===== src/rtl/debug_unit_controller_pkg.sv =====
// Shared command-protocol definitions for the debug unit: opcodes, state codes and field positions.
// Also consumed by the transmit-side dump formatter and the host script generator.
package debug_unit_controller_pkg;

    localparam int CMD_WIDTH    = 32;
    localparam int OPCODE_MSB   = 31;
    localparam int OPCODE_LSB   = 24;
    localparam int ARG_MSB      = 15;
    localparam int ARG_LSB      = 0;
    localparam int OPCODE_WIDTH = OPCODE_MSB - OPCODE_LSB + 1;
    localparam int ARG_WIDTH    = ARG_MSB - ARG_LSB + 1;

    typedef logic [OPCODE_WIDTH-1:0] opcode_t;
    typedef logic [ARG_WIDTH-1:0]    arg_t;

    localparam opcode_t OP_LOAD = 8'h01;
    localparam opcode_t OP_RUN  = 8'h02;
    localparam opcode_t OP_STEP = 8'h03;
    localparam opcode_t OP_DUMP = 8'h04;

    // Encodings are visible on the debug LEDs, so they are fixed explicitly.
    typedef enum logic [2:0] {
        ST_IDLE      = 3'd0,
        ST_LOAD      = 3'd1,
        ST_RUN       = 3'd2,
        ST_STEP      = 3'd3,
        ST_DUMP_WAIT = 3'd4
    } dbg_state_e;

    function automatic opcode_t cmd_opcode(input logic [CMD_WIDTH-1:0] word);
        return word[OPCODE_MSB:OPCODE_LSB];
    endfunction

    function automatic arg_t cmd_arg(input logic [CMD_WIDTH-1:0] word);
        return word[ARG_MSB:ARG_LSB];
    endfunction

endpackage


===== src/rtl/debug_unit_controller.sv =====
// Debug command sequencer: decodes received words, loads instruction memory,
// gates the CPU clock enable for run/step and requests a dump after each stop.
module debug_unit_controller
    import debug_unit_controller_pkg::*;
#(
    parameter int DATA_WIDTH      = 32,
    parameter int IMEM_ADDR_WIDTH = 8
) (
    input  logic                       i_clk,
    input  logic                       i_reset,
    input  logic [DATA_WIDTH-1:0]      i_word,
    input  logic                       i_word_valid,
    input  logic                       i_cpu_halt,
    input  logic                       i_dump_done,
    output logic                       o_imem_wr_en,
    output logic [IMEM_ADDR_WIDTH-1:0] o_imem_wr_addr,
    output logic [DATA_WIDTH-1:0]      o_imem_wr_data,
    output logic                       o_cpu_enable,
    output logic                       o_cpu_flush,
    output logic                       o_dump_req,
    output logic                       o_cmd_error,
    output logic [2:0]                 o_state
);

    typedef logic [ARG_WIDTH:0]           load_len_t;
    typedef logic [IMEM_ADDR_WIDTH-1:0]   addr_t;

    localparam load_len_t MAX_LOAD_WORDS = load_len_t'(2 ** IMEM_ADDR_WIDTH);
    localparam addr_t     ADDR_ONE       = addr_t'(1);

    dbg_state_e              state, state_nxt;
    addr_t                   addr_cnt, addr_cnt_nxt;
    addr_t                   last_addr, last_addr_nxt;
    logic                    wr_en_nxt;
    addr_t                   wr_addr_nxt;
    logic [DATA_WIDTH-1:0]   wr_data_nxt;
    logic                    enable_nxt;
    logic                    flush_nxt;
    logic                    dump_nxt;
    logic                    error_nxt;
    opcode_t                 opcode;
    arg_t                    arg;
    arg_t                    arg_minus_one;

    assign opcode        = cmd_opcode(i_word);
    assign arg           = cmd_arg(i_word);
    assign arg_minus_one = arg - arg_t'(1);
    assign o_state       = state;

    always_comb begin
        // NOTE: every signal driven here gets a default first, so no path can infer a latch.
        state_nxt     = state;
        addr_cnt_nxt  = addr_cnt;
        last_addr_nxt = last_addr;
        wr_en_nxt     = 1'b0;
        wr_addr_nxt   = o_imem_wr_addr;
        wr_data_nxt   = o_imem_wr_data;
        flush_nxt     = 1'b0;
        dump_nxt      = 1'b0;
        error_nxt     = 1'b0;

        case (state)
            ST_IDLE: begin
                if (i_word_valid) begin
                    case (opcode)
                        OP_LOAD: begin
                            if ({1'b0, arg} > MAX_LOAD_WORDS) begin
                                error_nxt = 1'b1;
                            end else if (arg != '0) begin
                                // Storing N-1 keeps the full-depth load inside the address width.
                                last_addr_nxt = arg_minus_one[IMEM_ADDR_WIDTH-1:0];
                                addr_cnt_nxt  = '0;
                                flush_nxt     = 1'b1;
                                state_nxt     = ST_LOAD;
                            end
                        end
                        OP_RUN, OP_STEP: begin
                            if (i_cpu_halt) begin
                                dump_nxt  = 1'b1;
                                state_nxt = ST_DUMP_WAIT;
                            end else begin
                                state_nxt = (opcode == OP_RUN) ? ST_RUN : ST_STEP;
                            end
                        end
                        OP_DUMP: begin
                            dump_nxt  = 1'b1;
                            state_nxt = ST_DUMP_WAIT;
                        end
                        default: error_nxt = 1'b1;
                    endcase
                end
            end
            ST_LOAD: begin
                if (i_word_valid) begin
                    wr_en_nxt    = 1'b1;
                    wr_addr_nxt  = addr_cnt;
                    wr_data_nxt  = i_word;
                    addr_cnt_nxt = addr_cnt + ADDR_ONE;
                    if (addr_cnt == last_addr) begin
                        state_nxt = ST_IDLE;
                    end
                end
            end
            ST_RUN: begin
                if (i_cpu_halt) begin
                    dump_nxt  = 1'b1;
                    state_nxt = ST_DUMP_WAIT;
                end
            end
            ST_STEP: begin
                dump_nxt  = 1'b1;
                state_nxt = ST_DUMP_WAIT;
            end
            ST_DUMP_WAIT: begin
                if (i_dump_done) begin
                    state_nxt = ST_IDLE;
                end
            end
            default: state_nxt = ST_IDLE;
        endcase

        // Enable is a pure function of the state being entered, so it is registered alongside it.
        enable_nxt = (state_nxt == ST_RUN) || (state_nxt == ST_STEP);
    end

    always_ff @(posedge i_clk or posedge i_reset) begin
        if (i_reset) begin
            state          <= ST_IDLE;
            addr_cnt       <= '0;
            last_addr      <= '0;
            o_imem_wr_en   <= 1'b0;
            o_imem_wr_addr <= '0;
            o_imem_wr_data <= '0;
            o_cpu_enable   <= 1'b0;
            o_cpu_flush    <= 1'b0;
            o_dump_req     <= 1'b0;
            o_cmd_error    <= 1'b0;
        end else begin
            // NOTE: non-blocking assignments so every register samples pre-edge values.
            state          <= state_nxt;
            addr_cnt       <= addr_cnt_nxt;
            last_addr      <= last_addr_nxt;
            o_imem_wr_en   <= wr_en_nxt;
            o_imem_wr_addr <= wr_addr_nxt;
            o_imem_wr_data <= wr_data_nxt;
            o_cpu_enable   <= enable_nxt;
            o_cpu_flush    <= flush_nxt;
            o_dump_req     <= dump_nxt;
            o_cmd_error    <= error_nxt;
        end
    end

endmodule


===== config.mk =====
export PLATFORM = sky130hd
export DESIGN_NAME = debug_unit_controller
export DESIGN_NICKNAME = d
export VERILOG_FILES = /design/src/rtl/debug_unit_controller_pkg.sv /design/src/rtl/debug_unit_controller.sv
export SDC_FILE = /design/constraint.sdc
export NUM_CORES = 1
export LEC_CHECK = 0
export ABC_AREA = 1
export CAP_MARGIN = 20
export CORE_MARGIN = 4
export CORE_UTILIZATION = 30
export CTS_CLUSTER_SIZE = 24
export DETAILED_ROUTE_END_ITERATION = 8
export GPL_TIMING_DRIVEN = 0
export PLACE_DENSITY = 0.65
export SLEW_MARGIN = 15
export SYNTH_ARGS = -nofsm -noshare
export SYNTH_HDL_FRONTEND = slang
export SYNTH_SLANG_ARGS = --single-unit

===== constraint.sdc =====
create_clock -name i_clk -period 3.6 [get_ports i_clk]
set_clock_uncertainty 0.1 [all_clocks]
set_input_delay 0.72 -clock i_clk [delete_from_list [all_inputs] [get_ports i_clk]]
set_output_delay 0.72 -clock i_clk [all_outputs]
set_load 0.005 [all_outputs]

## After elaboration in Yosys (flattened, before gate mapping)

Index checks and enable logic that the tools add are counted.

- Output and inout bits: 48
- Register bits: 64

- Multiplexer cells: 32
- Reductions and logical operators: 9
- $lt $le $gt $ge: 1
- Add/sub/neg operators: 2
- Bitwise operators: 1
- Equal/unequal tests: 16

Operator list:

| cell | count |
|---|---|
| 2-to-1 mux 8 bit | 5 |
| 2-to-1 mux 3 bit | 8 |
| equality test 8 x 2 -> 1 bit (second input constant) | 2 |
| greater-than comparator 16 x 9 -> 1 bit (second input constant) | 1 |
| one-hot mux 8 bit (2 select lines) | 1 |
| nonzero test 16 bit | 1 |
| one-hot mux 3 bit (5 select lines) | 1 |
| 2-to-1 mux 1 bit | 13 |
| equality test 3 x 2 -> 1 bit (second input constant) | 4 |
| one-hot mux 3 bit (3 select lines) | 1 |
| adder 8 x 1 -> 8 bit (second input constant) | 1 |
| equality test 8 x 1 -> 1 bit (second input constant) | 1 |
| equality test 8 x 3 -> 1 bit (second input constant) | 1 |
| equality test 8 bit | 1 |
| inequality test 2 bit (second input constant) | 4 |
| subtractor 8 x 1 -> 8 bit (second input constant) | 1 |
| AND reduction 6 bit | 1 |
| AND reduction 5 bit | 1 |
| one-hot mux 1 bit (2 select lines) | 2 |
| equality test 3 x 1 -> 1 bit (second input constant) | 1 |
| equality test 3 bit (second input constant) | 1 |
| logical NOT 3 bit | 1 |
| one-hot mux 1 bit (3 select lines) | 1 |
| OR reduction 3 bit | 1 |
| other kinds (6) | 6 |

## Logic depth before layout (Yosys ltp)

- Depth in word-level cells: 8
- Depth in mapped cells: 13

## Worst setup path after synthesis

Ideal clock, no wire load.

- Path kind: input -> register
- From: input i_word[0]
- To: register last_addr[2]
- Arrival: 1.800 ns
- Path buffers: 1
- Slack: 1.583 ns
- Stages: 11
- Path through: inv_1 -> ha_1 -> nand3_1 -> nor2_1 -> nand2_1 -> nand2_2 -> nand3_2 -> buf_6 -> or2_0 -> o21ai_1 -> inv_1

- Word-level cells in the longest chain between the ends: 3

Ends and longest elaborated chain:

| item | RTL line | source |
|---|---|---|
| start: declaration | debug_unit_controller.sv:11 | `input logic [DATA_WIDTH-1:0] i_word,` |
| greater-than comparator 16 x 9 -> 1 bit | debug_unit_controller.sv:67 | `if ({1'b0, arg} > MAX_LOAD_WORDS) begin` |
| inverter 1 bit (no line) | -- |  |
| AND reduction 5 bit (no line) | -- |  |
| end signal: assignment | debug_unit_controller.sv:142 | `last_addr <= last_addr_nxt;` |
| end: declaration | debug_unit_controller.sv:33 | `addr_t last_addr, last_addr_nxt;` |

Several ways; a longest one is shown, not always the timed one.
A chain may end at the register's enable or synchronous reset.

## Worst setup path after layout

Same ends and word-level chain as after synthesis.

==> impl_metrics.tcl <==
set metrics [dict create \
    tritoncts_num_sinks 64 \
    timing.critical_path.required_ns 3.73 \
    timing_max_transition_violations_final 0 \
    die_area_um2 11800 \
    report.final.hold_viol_count 0 \
    final.hold.worst_slack_ns 0.379 \
    tritoncts "built" \
    run_status "finished, final reports clean" \
    unrepaired_setup_endpoints_after_global_routing "no" \
    cells_after_synth 369 \
    power.internal_w 0.00133 \
    grt_use_total 0.137 \
    clk_latency_ns 0.34 \
    hold_class "flop to flop" \
    h-tree-depth 3 \
    synth_area_leaders "sky130_fd_sc_hd__dfrtp_1, sky130_fd_sc_hd__nand2_1, sky130_fd_sc_hd__o21ai_0" \
    hpwlAfterDp_um 5900 \
    netlist-cell-type-count 32 \
    yosysTopAreaCell "sky130_fd_sc_hd__dfrtp_1" \
    post-synth-top-count-cell "sky130_fd_sc_hd__nand2_1" \
    cts_hold_buffers 0 \
    ir_worst_vdd_v 0.000193 \
    first_pass_grt_wire_length_um 12800 \
    max-slew-margin-rel 0.646 \
    cts-resized-gates 0 \
    core.rowCount 36 \
    postSynthRegisterBits 64 \
    fillerInstances 983 \
    syn_area_um2 3040 \
    timing.critical_path.fanout_max 10 \
    critPathArrivalTime_ns 2.45 \
    floorplan.die.width_um 109 \
    antenna-diode-count 0 \
    yosys_warnings 0 \
    proportion_of_layout_cells_with_a_drive_suffix_above_1 0.0766 \
    multi_input_gate_area_in_the_final_layout_um2 1210 \
    clock_tree.root_cell "sky130_fd_sc_hd__clkbuf_8" \
    ioPinCount 85 \
    holdPathStages 2 \
    synth_top_cell_area_share 0.527 \
    synth_area_per_cell_um2 8.23 \
    setup_total_negative_slack_ns 0 \
    most_frequently_used_flop_master_after_synthesis "sky130_fd_sc_hd__dfrtp_1" \
    routed-via-count 2697 \
    power_frac_clock 0.455 \
    drt_wl_total_um 7760 \
    setup_crit_start_kind "input pin" \
    grt_antenna_before_repair 0 \
    cts.reportedPaths.clkPinSlew_ns 0.07 \
    postCtsSetupBuffers 0 \
    wire_per_inst_um 12.9 \
    synth_commonest_cells "sky130_fd_sc_hd__nand2_1, sky130_fd_sc_hd__dfrtp_1, sky130_fd_sc_hd__inv_1, sky130_fd_sc_hd__o21ai_0, sky130_fd_sc_hd__nor2_1" \
    die_height_um 109 \
    reg2reg_depth 7 \
    power.switching_fraction 0.224 \
    endpoint_kind "flop" \
    static_leakage_nw 2.08 \
    mappedNetlistNets 409 \
    placement.io_buffers 84 \
    drt-vias-per-instance 4.47 \
    ant_nets 0 \
    critical_path_class "input pin to flop" \
    asyncSetResetFlopFracSynth 1.00 \
    grt_max_degree 54 \
    final_net_count 505 \
    synth-edff-count 0 \
    cap_viol_max_count 0 \
    initial_utilization 0.309 \
    layout_worst_path_cycle_share 0.644 \
    cts_buffers 9 \
    timing.fmax_mhz 431 \
    core_area_um2 9820 \
    global_route.overflow_total 0 \
    via_count_of_the_first_global_routing_pass 2739 \
    maximum_number_of_buffers_from_clock_root_to_sink 2 \
    register_area_um2 1600 \
    drt-initial-drc-count 169 \
    power.share.sequential 0.439 \
    area_growth_syn_to_layout_pct 42.5 \
    setup_viol 0 \
    worst_pin_slew_ns 0.530 \
    power.combinational.fraction 0.107 \
    seq_area_frac_synth 0.527 \
    gpl.final_weighted_congestion 0.832 \
    drtPass1Iterations 4 \
    pwr_density_cell_nw_per_um2 396 \
    remaining_drc_errors 0 \
    power.net_switching_w 0.000385 \
    period_needed_ns 2.32 \
]
-- path summary, 6_finish.rpt --
path                                                 from                             end  slack, ns
max                                             i_word[0]        last_addr[2]$_DFFE_PP0P_       1.28
min                        o_imem_wr_data[21]$_DFFE_PP0P_  o_imem_wr_data[21]$_DFFE_PP0P_       0.38
max reg2reg                          o_state[0]$_DFF_PP0_   o_imem_wr_addr[4]$_DFFE_PP0P_       1.79
min reg2reg                o_imem_wr_data[21]$_DFFE_PP0P_  o_imem_wr_data[21]$_DFFE_PP0P_       0.38
max in group asynchronous                         i_reset   o_imem_wr_addr[4]$_DFFE_PP0P_       2.35
min in group asynchronous                         i_reset  o_imem_wr_data[29]$_DFFE_PP0P_       0.54
-- area by class of cell --
type | count | share of cell area
plain buffers | 10 | 0.0139
inverters | 44 | 0.0387
repair buffers | 85 | 0.201
clock buffers | 11 | 0.0350
multi-input cells | 251 | 0.280
well taps | 133 | 0.0385
clock inverters | 5 | 0.0237
flip-flops and latches | 64 | 0.370
-- cells in the final DEF (no fill, tap or decap), types with 2 or more instances in the layout --
cell and n:
sky130_fd_sc_hd__nand2_1 128, sky130_fd_sc_hd__nor2_1 23, sky130_fd_sc_hd__o21ai_0 40, sky130_fd_sc_hd__nor3_1 4, sky130_fd_sc_hd__or2_0 2, sky130_fd_sc_hd__buf_2 3
sky130_fd_sc_hd__bufinv_16 3, sky130_fd_sc_hd__nand2_2 3, sky130_fd_sc_hd__clkbuf_8 11, sky130_fd_sc_hd__ha_1 3, sky130_fd_sc_hd__inv_1 42, sky130_fd_sc_hd__clkbuf_1 4
sky130_fd_sc_hd__o21ai_1 2, sky130_fd_sc_hd__nand3_1 10, sky130_fd_sc_hd__clkdlybuf4s50_1 84, sky130_fd_sc_hd__nand4_1 4, sky130_fd_sc_hd__nor2_2 4, sky130_fd_sc_hd__xnor2_1 2
sky130_fd_sc_hd__o21a_1 2, sky130_fd_sc_hd__xor2_1 13, sky130_fd_sc_hd__dfrtp_1 64, sky130_fd_sc_hd__buf_6 2
-- state kept, by name (all words and copies together) (netlist names) --
signal,count
o_cpu_flush,1
o_state,3
o_cpu_enable,1
o_cmd_error,1
o_imem_wr_data,32
o_dump_req,1
last_addr,8
o_imem_wr_en,1
o_imem_wr_addr,8
addr_cnt,8
-- routing by layer --
metal | track usage | vias up | share of wire
li1 | - | 1345 | -
met1 | 0.168 | 1271 | 0.44
met2 | 0.239 | 69 | 0.48
met3 | 0.0296 | 12 | 0.058
met4 | 0.0487 | 0 | 0.017
met5 | 0 | - | 0
-- power by group through the flow --
stage | clock network, W | logic [W] | registers, W
after detailed placement | 0 | 0.000185 | 0.000767
after CTS | 0.000800 | 0.000186 | 0.000753
after global routing | 0.000824 | 0.000204 | 0.000756
after floorplan | 0 | 0.0000762 | 0.000767
final | 0.000780 | 0.000183 | 0.000752
after global placement | 0 | 0.000179 | 0.000766
-- cells by family after synthesis --
logic type | synth area share
compound gates | 0.0972
buf+inv | 0.0742
xor+xnor | 0.0433
flops | 0.527
fa+ha+maj | 0.0124
simple gates | 0.246
-- worst max-delay path, cell delays in order --
cell,delay (ns)
sky130_fd_sc_hd__clkdlybuf4s50_1,0.43
sky130_fd_sc_hd__inv_1,0.14
sky130_fd_sc_hd__ha_1,0.19
sky130_fd_sc_hd__nand3_1,0.08
sky130_fd_sc_hd__nor2_1,0.13
sky130_fd_sc_hd__nand2_1,0.10
sky130_fd_sc_hd__nand2_2,0.10
sky130_fd_sc_hd__nand3_2,0.09
sky130_fd_sc_hd__buf_6,0.15
sky130_fd_sc_hd__or2_0,0.19
sky130_fd_sc_hd__o21ai_1,0.10
sky130_fd_sc_hd__inv_1,0.05
-- metrics by stage --
| stage | power [W] | worst slack [ns] | area [um2] | std cells | utilization |
|---|---|---|---|---|---|
| after detailed placement | 0.000951 | 0.910 | 4070 | 587 | 0.415 |
| after CTS | 0.00174 | 1.25 | 4330 | 603 | 0.441 |
| after floorplan | 0.000843 | 1.18 | 3040 | 369 | - |
| final | 0.00172 | 1.28 | 4330 | 603 | 0.441 |
| after global placement | 0.000945 | 0.0366 | 4040 | 586 | 0.412 |
| after global routing | 0.00178 | 1.11 | 4330 | 603 | 0.441 |
(Power assumes the default switching activity.)
